[src/rtl/base3_pkg.sv]
// Shared definitions for the base-3 counter: digit codes, converter states and helpers.
package base3_pkg;

    localparam logic [1:0] CIFRA_0 = 2'b00;
    localparam logic [1:0] CIFRA_1 = 2'b01;
    localparam logic [1:0] CIFRA_2 = 2'b10;

    typedef enum logic [1:0] {
        S_ATTESA_SOC  = 2'b00,
        S_CONV        = 2'b01,
        S_ATTESA_FINE = 2'b10
    } stato_t;

    // True when a w_bin-bit result can hold every value of an n_cifre-digit count.
    function automatic bit w_bin_ok(int unsigned n_cifre, int unsigned w_bin);
        longint unsigned p3;
        p3 = 1;
        for (int unsigned i = 0; i < n_cifre; i++) begin
            p3 = p3 * 3;
        end
        return (w_bin >= 63) || ((64'd1 << w_bin) >= p3);
    endfunction

    function automatic logic [1:0] valore_cifra(logic [1:0] c);
        return (c == 2'b11) ? CIFRA_0 : c;
    endfunction

endpackage

[src/rtl/contatore_base_3_convertitore_if.sv]
// Counter control, digit outputs and soc/eoc conversion handshake of the base-3 counter.
interface contatore_base_3_convertitore_if #(
    parameter int unsigned N_CIFRE = 4,
    parameter int unsigned W_BIN   = 7
);
    logic                   ei;
    logic                   clr;
    logic                   eu;
    logic [2*N_CIFRE-1:0]   cifre;
    logic                   soc;
    logic                   eoc;
    logic [W_BIN-1:0]       bin;

    modport master (
        output ei, clr, soc,
        input  eu, cifre, eoc, bin
    );

    modport slave (
        input  ei, clr, soc,
        output eu, cifre, eoc, bin
    );
endinterface

[src/rtl/cifra_base_3.sv]
// Single base-3 digit: 2-bit register with synchronous clear and carry in/out.
module cifra_base_3
    import base3_pkg::*;
(
    input  logic       clock,
    input  logic       reset,
    input  logic       clr,
    input  logic       ei,
    output logic       eu,
    output logic [1:0] q1_q0
);

    logic [1:0] r_q;
    logic [1:0] w_q_next;

    always_comb begin
        w_q_next = r_q;
        if (clr) begin
            w_q_next = CIFRA_0;
        end else if (ei) begin
            case (r_q)
                CIFRA_0: w_q_next = CIFRA_1;
                CIFRA_1: w_q_next = CIFRA_2;
                default: w_q_next = CIFRA_0; // 2 wraps, illegal 2'b11 recovers to 0
            endcase
        end
    end

    always_ff @(posedge clock or posedge reset) begin
        if (reset) begin
            r_q <= CIFRA_0;
        end else begin
            r_q <= w_q_next;
        end
    end

    assign eu    = ei & (r_q == CIFRA_2) & ~clr;
    assign q1_q0 = r_q;

endmodule

[src/rtl/contatore_base_3_convertitore.sv]
// N-digit base-3 ripple counter with a sequential ternary-to-binary converter
// driven by a soc/eoc handshake on a snapshot of the count.
module contatore_base_3_convertitore
    import base3_pkg::*;
#(
    parameter int unsigned N_CIFRE = 4,
    parameter int unsigned W_BIN   = 7
) (
    input  logic                            clock,
    input  logic                            reset,
    contatore_base_3_convertitore_if.slave  bus
);

    localparam int unsigned W_K = (N_CIFRE > 1) ? $clog2(N_CIFRE) : 1;

    if (!w_bin_ok(N_CIFRE, W_BIN)) begin : g_w_bin_check
        $error("W_BIN too small for N_CIFRE base-3 digits");
    end

    logic [N_CIFRE:0]       w_carry;
    logic [2*N_CIFRE-1:0]   w_cifre;

    assign w_carry[0] = bus.ei;

    for (genvar g = 0; g < N_CIFRE; g++) begin : g_cifre
        cifra_base_3 u_cifra (
            .clock (clock),
            .reset (reset),
            .clr   (bus.clr),
            .ei    (w_carry[g]),
            .eu    (w_carry[g+1]),
            .q1_q0 (w_cifre[2*g+1:2*g])
        );
    end

    assign bus.eu    = w_carry[N_CIFRE];
    assign bus.cifre = w_cifre;

    stato_t                 r_stato, w_stato_next;
    logic [2*N_CIFRE-1:0]   r_snap, w_snap_next;
    logic [W_BIN-1:0]       r_acc, w_acc_next;
    logic [W_BIN-1:0]       r_bin, w_bin_next;
    logic [W_K-1:0]         r_k, w_k_next;
    logic [1:0]             w_cifra;
    logic [W_BIN-1:0]       w_acc_calc;

    // Horner step: MSB digit first, acc = acc*3 + digit[k].
    assign w_cifra    = valore_cifra(2'(r_snap >> {r_k, 1'b0}));
    assign w_acc_calc = (r_acc << 1) + r_acc + W_BIN'(w_cifra);

    always_comb begin
        w_stato_next = r_stato;
        w_snap_next  = r_snap;
        w_acc_next   = r_acc;
        w_bin_next   = r_bin;
        w_k_next     = r_k;
        case (r_stato)
            S_ATTESA_SOC: begin
                if (bus.soc) begin
                    w_snap_next  = w_cifre;
                    w_acc_next   = '0;
                    w_k_next     = W_K'(N_CIFRE - 1);
                    w_stato_next = S_CONV;
                end
            end
            S_CONV: begin
                w_acc_next = w_acc_calc;
                w_k_next   = r_k - 1'b1;
                if (r_k == '0) begin
                    w_bin_next   = w_acc_calc;
                    w_stato_next = S_ATTESA_FINE;
                end
            end
            S_ATTESA_FINE: begin
                if (!bus.soc) begin
                    w_stato_next = S_ATTESA_SOC;
                end
            end
            default: w_stato_next = S_ATTESA_SOC;
        endcase
    end

    always_ff @(posedge clock or posedge reset) begin
        if (reset) begin
            r_stato <= S_ATTESA_SOC;
            r_snap  <= '0;
            r_acc   <= '0;
            r_bin   <= '0;
            r_k     <= '0;
        end else begin
            r_stato <= w_stato_next;
            r_snap  <= w_snap_next;
            r_acc   <= w_acc_next;
            r_bin   <= w_bin_next;
            r_k     <= w_k_next;
        end
    end

    assign bus.eoc = (r_stato == S_ATTESA_SOC);
    assign bus.bin = r_bin;

endmodule

[src/flat_wrapper.sv]
// flat-port wrapper written by rule: the top's interface ports become plain ports
module contatore_base_3_convertitore_flat import base3_pkg::*;
#(
    parameter int unsigned N_CIFRE = 4,
    parameter int unsigned W_BIN   = 7
)
  (clock, reset, bus_ei, bus_clr, bus_soc, bus_eu, bus_cifre, bus_eoc, bus_bin);
  contatore_base_3_convertitore_if #(.N_CIFRE(N_CIFRE), .W_BIN(W_BIN)) bus_i ();
  input  logic clock;
  input  logic reset;
  input wire logic [$bits(bus_i.ei)-1:0] bus_ei;
  input wire logic [$bits(bus_i.clr)-1:0] bus_clr;
  input wire logic [$bits(bus_i.soc)-1:0] bus_soc;
  output wire logic [$bits(bus_i.eu)-1:0] bus_eu;
  output wire logic [$bits(bus_i.cifre)-1:0] bus_cifre;
  output wire logic [$bits(bus_i.eoc)-1:0] bus_eoc;
  output wire logic [$bits(bus_i.bin)-1:0] bus_bin;
  assign bus_i.ei = bus_ei;
  assign bus_i.clr = bus_clr;
  assign bus_i.soc = bus_soc;
  assign bus_eu = bus_i.eu;
  assign bus_cifre = bus_i.cifre;
  assign bus_eoc = bus_i.eoc;
  assign bus_bin = bus_i.bin;
  contatore_base_3_convertitore #(.N_CIFRE(N_CIFRE), .W_BIN(W_BIN)) u_core (.clock(clock), .reset(reset), .bus(bus_i));
endmodule
[config.mk]
export PLATFORM = sky130hd
export DESIGN_NAME = contatore_base_3_convertitore_flat
export DESIGN_NICKNAME = d
export VERILOG_FILES = /design/src/rtl/base3_pkg.sv /design/src/rtl/contatore_base_3_convertitore_if.sv /design/src/rtl/cifra_base_3.sv /design/src/rtl/contatore_base_3_convertitore.sv /design/src/flat_wrapper.sv
export SDC_FILE = /design/constraint.sdc
export NUM_CORES = 1
export LEC_CHECK = 0
export ABC_CLOCK_PERIOD_IN_PS = 2700
export CORE_ASPECT_RATIO = 0.8
export CORE_UTILIZATION = 49
export CTS_CLUSTER_DIAMETER = 80
export DETAILED_ROUTE_END_ITERATION = 10
export PLACE_DENSITY = 0.72
export SYNTH_ARGS = -nofsm -noshare
export SYNTH_HDL_FRONTEND = slang
export SYNTH_SLANG_ARGS = --single-unit
[constraint.sdc]
create_clock -name clock -period 2.7 [get_ports clock]
set_input_delay 0.54 -clock clock [delete_from_list [all_inputs] [get_ports clock]]
set_output_delay 0.54 -clock clock [all_outputs]
set_load 0.03 [all_outputs]
-- After elaboration in Yosys (flattened, before gate mapping)
Index checks and enable logic that the tools add are counted.
Widths: inputs -> output; s select.
- bits in registers: 34
- output and inout bits: 17
- add/sub/neg operators: 3
- equality and inequality tests: 14
- shifts and indexed selects: 1
- muxes and demuxes: 21
- bitwise operators: 9
- reduce and logical (&&, ||, !) cells: 15
- operators by type and width (kind ; count):
    $mux 2 ; 13
    $pmux 2 s2 ; 5
    $pmux 7 s2 ; 1
    $eq 2x2->1 const B ; 6
    $logic_not 2->1 ; 6
    $eq 2x1->1 const B ; 5
    $reduce_bool 2->1 ; 5
    $and 1x1->1 ; 8
    $shr 8x3->2 ; 1
    $add 7x2->7 ; 1
    $add 7x7->7 ; 1
    $mux 7 ; 1
    $pmux 2 s3 ; 1
    $reduce_and 2->1 ; 3
    $ne 2x2->1 const B ; 2
    $reduce_and 3->1 ; 1
    $ne 2x1->1 const B ; 1
    $sub 2x1->2 const B ; 1
    $not 1->1 ; 1

-- Logic depth before layout (Yosys ltp)
Gate-level depths: netlist of the first run.
- depth in word-level cells: 9
- mapped depth: 10

-- Modules after synthesis
A second synthesis of the first run with hierarchy kept.
- cell total of the unflattened synthesis: 150
- area total of the unflattened synthesis: 1795.5 sq um
- by module, submodules not included (module ; times used ; cells each ; area an instance (sq um) ; seq. area each (sq um)):
    contatore_base_3_convertitore ; 1 ; 110 ; 1385.1 ; 650.6
    cifra_base_3 ; 4 ; 10 ; 102.6 ; 50.0

-- Worst setup path before layout of the first run
No wires, ideal clock.
- path kind: reg-to-reg
- start: register u_core.r_k[0]
- end: register u_core.r_bin[5] (netlist: u_core.bus.bin[5])
- library setup time: 0.129 ns
- data arrival time: 2.783 ns
- data required time: 2.571 ns
- slack: -0.212 ns
- cell stages (with the launch flop): 11
- cell sequence: dfrtp_1 > mux4_2 > nand2b_1 > fa_1 > inv_1 > ha_1 > fa_1 > a21o_1 > a21oi_1 > xor2_1 > o21ai_0
- word-level cells in the longest chain between the ends: 4
- elaborated cells between the ends (all ways): 6
- RTL lines (item ; line ; text):
    start, declared ; contatore_base_3_convertitore.sv:43 ; logic [W_K-1:0] r_k, w_k_next;
    start signal, assigned ; contatore_base_3_convertitore.sv:95 ; r_k <= w_k_next;
    $shr 8x3->2 ; contatore_base_3_convertitore.sv:48 ; assign w_cifra = valore_cifra(2'(r_snap >> {r_k, 1'b0}));
    $eq 2x2->1 ; base3_pkg.sv:25 ; return (c == 2'b11) ? CIFRA_0 : c;
    $mux 2 ; base3_pkg.sv:25 ;
    $add 7x2->7 ; contatore_base_3_convertitore.sv:49 ; assign w_acc_calc = (r_acc << 1) + r_acc + W_BIN'(w_cifra);
    end signal, assigned ; contatore_base_3_convertitore.sv:94 ; r_bin <= w_bin_next;
    end, declared ; contatore_base_3_convertitore.sv:42 ; logic [W_BIN-1:0] r_bin, w_bin_next;
Several ways; a longest one is shown, not always the timed one.
A chain may end at the register's enable or synchronous reset.

-- Worst setup path in the final report of the first run
- start: register u_core.r_k[0]
- end: register u_core.r_acc[5]
- word-level cells in the longest chain between the ends: 5
- RTL lines (item ; line ; text):
    $shr 8x3->2 * ; contatore_base_3_convertitore.sv:48 ;
    $eq 2x2->1 ; base3_pkg.sv:25 ;
    $mux 2 * ; base3_pkg.sv:25 ;
    $add 7x2->7 * ; contatore_base_3_convertitore.sv:49 ;
    $pmux 7 s2 * ; contatore_base_3_convertitore.sv:57 ; case (r_stato)
    end signal, assigned ; contatore_base_3_convertitore.sv:93 ; r_acc <= w_acc_next;
    end, declared ; contatore_base_3_convertitore.sv:41 ; logic [W_BIN-1:0] r_acc, w_acc_next;
Mark *: on every way between the ends. The rest lies on a longest branch, timed or not.

==> results of run 1 <==
## path summary, 6_finish.rpt
path,end,depth (start not counted)
min,u_core.bus.bin[6]$_DFFE_PP0P_,2
max,u_core.r_acc[5]$_DFFE_PP0P_,10
max in group asynchronous,u_core.r_stato[0]$_DFFE_PP0P_,3
min reg2reg,u_core.bus.bin[6]$_DFFE_PP0P_,2
min in group asynchronous,u_core.r_snap[7]$_DFFE_PP0P_,3
max reg2reg,u_core.r_acc[5]$_DFFE_PP0P_,10
## timing repair
item                       CTS  global route
buffers inserted             0             2
setup endpoints to repair    2             7
resized for setup            0             5
pin swaps                    2             3
## tightest hold or removal path: cells and delay by family, from the launching register on
family,cells,cell delay [ns]
AOI/OAI and AO/OA,1,0.05
DFF,1,0.34
and+or+nand+nor,1,0.06
## metrics by stage
stage,power [mW],setup WS (ns)
global placement,1.71,-0.0912
CTS,2.16,-0.171
detailed placement,1.76,-0.194
floorplan,1.49,-0.0891
finish,2.21,-0.169
global route,2.34,-0.287
## power breakdown
group          internal [mW]  total, mW  switching [mW]
combinational          0.484       1.07           0.585
sequential             0.646      0.747           0.101
clock                  0.205      0.390           0.186
## per-layer routing
metal / vias to the layer above / GRT usage, %
met5: - / 0
met4: 0 / 5.54
met3: 2 / 6.70
met2: 20 / 28.0
met1: 589 / 27.1
li1: 591 / -
## sequential cells by signal, summed over array words and instances, names as in the netlist
| signal | flops |
|---|---|
| u_core.r_stato | 2 |
| u_core.r_k | 2 |
| u_core.r_snap | 8 |
| u_core.g_cifre.u_cifra.q1_q0 | 8 |
| u_core.r_acc | 7 |
| u_core.bus.bin | 7 |
## placed cells by master (no fill, tap or decap), drive strengths merged
master         netlist  final
o21ai                7      7
mux2                11     11
nand3                1      1
ha                  11     11
and2b                1      1
clkinvlp             0      1
a21o                 2      2
clkbuf               0      6
clkinv               0      1
dfrtp               34     34
nor2b                2      2
and3b                1      1
nor3                 3      3
fa                   2      2
a31oi                1      1
mux4                 2      2
inv                  9      9
nand3b               5      5
a21oi                9      9
a22oi                1      1
xor2                 3      3
nand2b               3      3
and2                 1      1
clkdlybuf4s50        0     20
nor2                 4      4
xnor2                2      2
and4                 1      1
buf                  3      6
o21bai               1      1
o22ai                2      2
nand2               17     17
a22o                 4      4
o31ai                3      3
nand4                2      2
nor3b                2      2
## cells by family after synthesis
family          count (synthesis)  synth area share, %
compound gates                 30                 10.8
xor+xnor                        5                 2.47
fa+ha+maj                      13                 10.0
buf+inv                        12                 3.46
flops                          34                 48.1
mux                            13                 11.4
simple gates                   43                 13.7
## cell type report
class / instances / area share (%)
Inverter: 9 / 1.55
Multi-Input combinational cell: 104 / 41.4
Sequential cell: 34 / 39.0
Clock inverter: 2 / 0.574
Clock buffer: 6 / 3.79
Timing Repair Buffer: 26 / 11.2
Tap cell: 42 / 2.41
==> out/results.txt, run 1 <==
Layout fillers = 251
Final worst slack = -0.169 ns
Ys flop type = dfrtp_1
Ys Warns = 0
Clock sink count = 34
Final cell count without fillers = 223
Syn nets = 168
Status = finished with violations
Die Y = 55.8 um
Worst EP required = 2.84 ns
CP cell instances = mux4_2 > nand2b_4 > fa_1 > inv_2 > ha_4 > fa_2 > a21o_1 > a21oi_2 > xor2_1 > o22ai_1
Met3 Routed Length = 111 um
Layout cell share with drive strength beyond 1 = 22.7%
GPL Wtd Cong = 0.800
Endpoints failing setup = 4
# H-tree levels = 2
Worst R2R Setup Slack = -0.17 ns
RSZ-0062 raised after global routing = yes
CP Launch Type = register
Highest routed layer = met4
Delay-heaviest family, CP = adder cells
DR pass1 iterations = 4
Overflow after GRT = 0
Synth area leaders = dfrtp_1, ha_1, mux2_4
Initial Utilization = 51.4%
Initial antenna violation count = 0
Placed inst area = 2040 um2
Top cell type's share of synthesized area = 48.1%
Failing checks = negative setup slack
Final Util = 63.3%
Setup TNS = -0.295 ns
Period utilization = 106%
Clk buf depth = 2
Die area = 3860 um2
CP max FO = 2
Ant. Diodes = 0
Max-slew violations = 0
Hold-fix buffers, CTS = 0
EDFF count, synth = 0
Final HPWL DP = 2.54 mm
Met2 WL = 1.60 mm
Wire length on met1 = 1.71 mm
Max capacitance violation total = 0
Drt total wl = 3.43 mm
Largest net degree at the start of global routing = 35
Synth Instances = 150
Post-route ant nets = 0
TritonCTS clock tree = done
Vias post-DR = 1202
Vias in the first global route = 1149
Clk slew on worst S/H paths = 0.07 ns
CORE AREA = 3450 um2
Synth Area per Inst = 11.8 um2
Sequential area share after synthesis = 48.1%
# placed instances = 213
1st-iter DRT viols = 74
CP Launch Point = u_core.r_k[0]$_DFFE_PP0P_
Yosys top cell by area = dfrtp_1
Worst path max stage delay = 0.53 ns
Slowest-stage cell, CP = mux4_2
Final hold vios = 0
Startpoint of the worst hold path = u_core.bus.bin[6]$_DFFE_PP0P_
Critical path endpoint category = register
Area of the multi-input gates = 903 um2
Hold_ws = 0.484 ns
Count of cell types in the netlist = 35
Netlist Area Pre-Place = 1770 um2
Worst VDD drop = 0.719 mV
GRT Util Overall = 19.2%
Worst-skew pair later-pin latency = 0.29 ns
WL/cell = 15.4 um
Flops & latches, synth = 34
Vias per cell = 5.39
Worst slew pin tran = 0.654 ns
Cell area after layout = 2180 um2
TritonCTS buffer count = 5
DRC violations left = 0
LEAKAGE = 1.01 nW
Worst EP arrival = 3.01 ns
I/O Pins = 22
Max Freq = 349 MHz
Tmin final = 2.87 ns
Asr flop ratio synth = 100%
First-pass GRT wire length = 5.61 mm
Sequential cell area = 851 um2
Commonest cells in the synthesized netlist = dfrtp_1, nand2_1, ha_1
Final #Nets = 198
Slew margin rel. = 56.3%
Cell with the most instances after synthesis = dfrtp_1
Area delta synth->final = 23.2%
Root Buffer = clkbuf_8
WP buf/inv = 1
Die width = 69.2 um
Buffers on Ports = 21
P per Cell Area = 1010 nW/um2
HP Class = reg -> reg
Worst reg2reg startpoint = u_core.r_k[0]$_DFFE_PP0P_
Kind of critical path = reg -> reg
Fin Clk Skew = 0.00831 ns
Num rows = 19
(Power assumes the default switching activity.)
==> run 2, diff against run 1 <==
==> constraint.sdc (replaced) <==
create_clock -name clock -period 2.7 [get_ports clock]
set_input_delay 0.54 -clock clock [delete_from_list [all_inputs] [get_ports clock]]
set_output_delay 0.54 -clock clock [all_outputs]
set_load 0.005 [all_outputs]
==> run 2 against run 1 <==
  * The flow still finishes with violations (negative setup slack)
  * First-iteration DRC count is 8.1% higher
  * Count of clock-buffer cells in the layout is 1 higher
  * Sequential power hardly changed
  * Register-to-register slack better by 0.07 ns
  * Sequential share of layout area is 0.29 points lower
  * Final cell count is 0.90% higher
  * Utilization is 0.47 points higher
  * Clock skew is 0.0028 ns lower
  * Combinational power is 12% lower
  * Fmax is 2.4% higher
  * Final area is 0.75% higher
  * Setup slack better by 0.067 ns
  * Largest power group unchanged
==> out/results.txt, run 2 (synthesized netlist as in run 1, its figures left out) <==
Final Util = 63.7%
Initial Utilization = 51.4%
Worst R2R Setup Slack = -0.10 ns
Num rows = 19
Worst VDD drop = 0.602 mV
CP cell instances = mux4_2 > nand2b_4 > fa_1 > inv_2 > ha_4 > fa_2 > a21o_1 > a21oi_2 > xor2_1 > o22ai_1
Area of the multi-input gates = 900 um2
I/O Pins = 22
Final #Nets = 200
TritonCTS clock tree = done
Startpoint of the worst hold path = u_core.bus.bin[6]$_DFFE_PP0P_
Placed inst area = 2070 um2
CP Launch Type = register
Period utilization = 104%
# placed instances = 216
Hold_ws = 0.484 ns
Tot Pwr = 2.06 mW
Die area = 3860 um2
CP max FO = 2
Clk buf depth = 2
P per Cell Area = 939 nW/um2
Die width = 69.2 um
HP Class = reg -> reg
Cell area after layout = 2200 um2
Tmin final = 2.80 ns
DR pass1 iterations = 4
Max-slew violations = 0
Worst slew pin tran = 0.653 ns
Buffers on Ports = 21
Clk slew on worst S/H paths = 0.07 ns
Critical path endpoint category = register
Root Buffer = clkbuf_8
R2R depth = 10
# H-tree levels = 2
Post-route ant nets = 0
Worst EP arrival = 2.94 ns
Clock sink count = 34
1st-iter DRT viols = 80
Delay-heaviest family, CP = adder cells
Initial antenna violation count = 0
WL/cell = 15.2 um
WP buf/inv = 1
TritonCTS buffer count = 5
Vias post-DR = 1253
Final HPWL DP = 2.51 mm
Status = finished with violations
Layout cell share with drive strength beyond 1 = 22.4%
Worst-skew pair later-pin latency = 0.28 ns
Failing checks = negative setup slack
Drt total wl = 3.41 mm
Ant. Diodes = 0
Largest net degree at the start of global routing = 35
Max capacitance violation total = 0
Final worst slack = -0.102 ns
Vias in the first global route = 1253
Area delta synth->final = 24.1%
Sequential cell area = 851 um2
Worst reg2reg startpoint = u_core.r_k[0]$_DFFE_PP0P_
Die Y = 55.8 um
Worst path max stage delay = 0.51 ns
Worst R2R End = u_core.r_acc[5]$_DFFE_PP0P_
DRC violations left = 0
Fin Clk Skew = 0.00555 ns
First-pass GRT wire length = 6.06 mm
CORE AREA = 3450 um2
Max Freq = 357 MHz
Slew margin rel. = 56.3%
Slowest-stage cell, CP = mux4_2
Most common cell after layout, fill and taps aside = dfrtp_1
Final cell count without fillers = 225
GPL Wtd Cong = 0.801
LEAKAGE = 1.02 nW
Vias per cell = 5.57
Worst hold path cell count = 2
Kind of critical path = reg -> reg
Most frequent cells in the layout = dfrtp_1, clkdlybuf4s50_1, nand2_1, ha_1, mux2_4
Hold-fix buffers, CTS = 0
Layout fillers = 244
Endpoints failing setup = 2
RSZ-0062 raised after global routing = yes
Worst EP required = 2.84 ns
Overflow after GRT = 0
Hold Path Sink = u_core.bus.bin[6]$_DFFE_PP0P_
GRT Util Overall = 20.6%
Final hold vios = 0
## run 2: where the power goes
group / total, mW / switching, mW / internal (mW) / leakage (nW)
clock: 0.380 / 0.174 / 0.205 / 0.0482
combinational: 0.938 / 0.466 / 0.472 / 0.528
sequential: 0.747 / 0.100 / 0.646 / 0.447
total: 2.06 / 0.741 / 1.32 / 1.02
## run 2: worst max path at each step
stage / startpoint / to / slack (ns) / cells past startpoint
finish: u_core.r_k[0]$_DFFE_PP0P_ / u_core.r_acc[5]$_DFFE_PP0P_ / -0.10 / 10
global route: u_core.r_k[0]$_DFFE_PP0P_ / u_core.r_acc[5]$_DFFE_PP0P_ / -0.23 / 10
CTS: u_core.r_k[0]$_DFFE_PP0P_ / u_core.r_acc[5]$_DFFE_PP0P_ / -0.11 / 10
detailed placement: u_core.r_k[0]$_DFFE_PP0P_ / u_core.r_acc[5]$_DFFE_PP0P_ / -0.13 / 10
global placement: u_core.r_k[0]$_DFFE_PP0P_ / u_core.r_acc[5]$_DFFE_PP0P_ / -0.09 / 10
floorplan: u_core.r_k[0]$_DFFE_PP0P_ / u_core.r_acc[5]$_DFFE_PP0P_ / -0.09 / 10
## run 2: cell type report
class	count	share of cell area, %
inverters	9	1.54
repair buffers	28	12.2
clock inverters	1	0.228
flip-flops and latches	34	38.7
clock buffers	7	3.93
multi-input cells	104	40.9
well taps	42	2.39
## run 2: worst register-to-register path: stages, from the launching register on
cell      delay, ns
dfrtp_1        0.36
mux4_2         0.51
nand2b_4       0.16
fa_1           0.49
inv_2          0.05
ha_4           0.16
fa_2           0.34
a21o_1         0.17
a21oi_2        0.13
xor2_1         0.20
o22ai_1        0.10
## run 2: timing repair
item / 4_1_cts / 5_1_grt
buffers inserted: 1 / 0
setup endpoints to repair: 2 / 8
gates resized for setup: 0 / 8
pin swaps: 3 / 4
## run 2: per-layer routing
| layer | GRT usage (%) | vias up | routed length (um) |
|---|---|---|---|
| met3 | 5.43 | 7 | 144 |
| met2 | 30.0 | 20 | 1530 |
| met5 | 0 | - | 0 |
| li1 | - | 593 | - |
| met1 | 29.8 | 633 | 1690 |
| met4 | 7.58 | 0 | 45 |
## run 2: metrics by stage
stage	TNS, ns	setup slack, ns
2_1_floorplan	-0.158	-0.0891
3_3_place_gp	-0.131	-0.0890
3_5_place_dp	-0.206	-0.128
4_1_cts	-0.164	-0.108
5_1_grt	-0.719	-0.232
6_report	-0.161	-0.102
==> run 3, diff against run 2 <==
--- a/config.mk
+++ b/config.mk
@@ -6,7 +6,7 @@
 export NUM_CORES = 1
 export LEC_CHECK = 0
 export ABC_CLOCK_PERIOD_IN_PS = 2700
-export CORE_ASPECT_RATIO = 0.8
+export CORE_ASPECT_RATIO = 0.9
 export CORE_UTILIZATION = 49
 export CTS_CLUSTER_DIAMETER = 80
 export DETAILED_ROUTE_END_ITERATION = 10
==> run 3 against run 2 <==
  * Non-clock buffer count grew 2
  * Critical path type unchanged
  * The run still ends with negative setup slack left
  * Utilization increased by 1.8 points
  * Setup slack improved by 0.011 ns
  * Register-to-register slack hardly changed
  * Die area about the same
  * Final area is 1.5% higher
  * Final cell count is 1.8% higher
  * Clock power is 14% higher
  * Critical path depth is the same
==> out/results.txt, run 3 (synthesized netlist as in run 1, its figures left out) <==
TritonCTS buffer count = 5
Die area = 3860 um2
Most common cell after layout, fill and taps aside = dfrtp_1
WL/cell = 15.1 um
R2R depth = 10
Root Buffer = clkbuf_8
Worst-skew pair later-pin latency = 0.28 ns
Switching Fraction = 35.0%
I/O Pins = 22
Failing checks = negative setup slack
Final HPWL DP = 2.52 mm
Layout cell share with drive strength beyond 1 = 24.3%
LEAKAGE = 1.04 nW
Worst EP arrival = 2.93 ns
DR pass1 iterations = 4
Die width = 65.4 um
Startpoint of the worst hold path = u_core.bus.bin[6]$_DFFE_PP0P_
Sequential Power Share = 35.3%
DRC violations left = 0
P per Cell Area = 953 nW/um2
Placed inst area = 2080 um2
Drt total wl = 3.46 mm
Most frequent cells in the layout = dfrtp_1, clkdlybuf4s50_1, nand2_1, ha_1
Max capacitance violation total = 0
Kind of critical path = reg -> reg
Die Y = 59.0 um
Final worst slack = -0.0909 ns
First-pass GRT wire length = 5.64 mm
RSZ-0062 raised after global routing = yes
Clock sink count = 34
Worst R2R Setup Slack = -0.09 ns
Pint = 1.38 mW
Area delta synth->final = 26.0%
Num rows = 20
Worst slew pin tran = 0.663 ns
Worst hold path cell count = 2
Clk buf depth = 2
Comb pwr share = 44.4%
Largest net degree at the start of global routing = 35
Post-route ant nets = 0
Worst R2R End = u_core.r_acc[5]$_DFFE_PP0P_
Status = finished with violations
1st-iter DRT viols = 64
Slew margin rel. = 55.7%
Max-slew violations = 0
Final #Nets = 202
CP max FO = 2
GPL Wtd Cong = 0.822
Clock power frac = 20.4%
Clk slew on worst S/H paths = 0.06 ns
# H-tree levels = 2
Fin Clk Skew = 0.00757 ns
Worst EP required = 2.84 ns
TritonCTS clock tree = done
Vias per cell = 5.44
Vias post-DR = 1245
Initial Utilization = 52.0%
Vias in the first global route = 1277
CP Launch Type = register
Endpoints failing setup = 2
Tmin final = 2.79 ns
Overflow after GRT = 0
Final hold vios = 0
Setup TNS = -0.156 ns
GRT Util Overall = 20.0%
Critical path endpoint category = register
Initial antenna violation count = 0
Ant. Diodes = 0
CORE AREA = 3400 um2
Period utilization = 103%
Worst reg2reg startpoint = u_core.r_k[0]$_DFFE_PP0P_
Buffers on Ports = 21
Max Freq = 358 MHz
Worst VDD drop = 0.338 mV
Hold Path Sink = u_core.bus.bin[6]$_DFFE_PP0P_
HP Class = reg -> reg
Cell area after layout = 2230 um2
P_sw = 0.744 mW
## run 3: cell types whose count changed in the layout (fill, tap and decap cells not counted), sizes merged
cell and delta:
buf +2, clkbuf +1, clkinv -1, dlygate4sd2 +1, dlymetal6s2s -1
## run 3: per-stage QoR
stage | utilization (%) | worst slack, ns | instances | total power, mW | hold slack [ns]
floorplan | - | -0.0891 | 150 | 1.39 | 0.468
finish | 65.6 | -0.0909 | 229 | 2.13 | 0.485
CTS | 64.4 | -0.132 | 228 | 2.10 | 0.492
global route | 65.6 | -0.238 | 229 | 2.28 | 0.516
global placement | 61.3 | -0.0826 | 220 | 1.61 | 0.463
detailed placement | 61.3 | -0.141 | 220 | 1.67 | 0.477
## run 3: power by group through the flow
stage	combinational (mW)	sequential (mW)	clock [mW]
final	0.943	0.749	0.433
after global routing	1.05	0.764	0.468
after CTS	0.913	0.749	0.442
after detailed placement	0.910	0.758	0
after global placement	0.866	0.746	0
after floorplan	0.648	0.741	0
## run 3: timing repair
item / in CTS / in global routing
hold buffers: 0 / 0
buffers inserted: 0 / 1
gates resized for setup: 1 / 7
pin swaps: 4 / 10
cloned: 0 / 0
setup endpoints to repair: 3 / 10
## run 3: critical path: stages (launching register included)
cell,delay (ns)
dfrtp_1,0.37
mux4_2,0.52
nand2b_4,0.16
fa_1,0.49
inv_2,0.05
ha_4,0.15
fa_2,0.33
a21o_1,0.17
a21oi_2,0.12
xor2_1,0.20
o22ai_1,0.10
## run 3: final cells by class
| type | instances | area [um2] |
|---|---|---|
| Sequential cell | 34 | 851 |
| Clock buffer | 8 | 110 |
| Tap cell | 44 | 55.1 |
| Timing Repair Buffer | 30 | 277 |
| Multi-Input combinational cell | 104 | 905 |
| Inverter | 9 | 33.8 |
| Fill cell | 266 | 1170 |
## run 3: worst max path at each step
| stage | start | to | slack (ns) |
|---|---|---|---|
| 3_5_place_dp | u_core.r_k[0]$_DFFE_PP0P_ | u_core.r_acc[5]$_DFFE_PP0P_ | -0.14 |
| 6_report | u_core.r_k[0]$_DFFE_PP0P_ | u_core.r_acc[5]$_DFFE_PP0P_ | -0.09 |
| 2_1_floorplan | u_core.r_k[0]$_DFFE_PP0P_ | u_core.r_acc[5]$_DFFE_PP0P_ | -0.09 |
| 5_1_grt | u_core.r_k[0]$_DFFE_PP0P_ | u_core.r_acc[5]$_DFFE_PP0P_ | -0.24 |
| 3_3_place_gp | u_core.r_k[0]$_DFFE_PP0P_ | u_core.r_acc[5]$_DFFE_PP0P_ | -0.08 |
| 4_1_cts | u_core.r_k[0]$_DFFE_PP0P_ | u_core.r_acc[5]$_DFFE_PP0P_ | -0.13 |
## run 3: metal layers
| layer | share of wire (%) | track usage (%) | vias to the layer above | wire [um] |
|---|---|---|---|---|
| met4 | 0.78 | 7.14 | 0 | 27 |
| met2 | 54 | 35.8 | 24 | 1880 |
| li1 | - | - | 601 | - |
| met5 | 0 | 0 | - | 0 |
| met1 | 41 | 22.3 | 616 | 1430 |
| met3 | 3.6 | 6.35 | 4 | 123 |
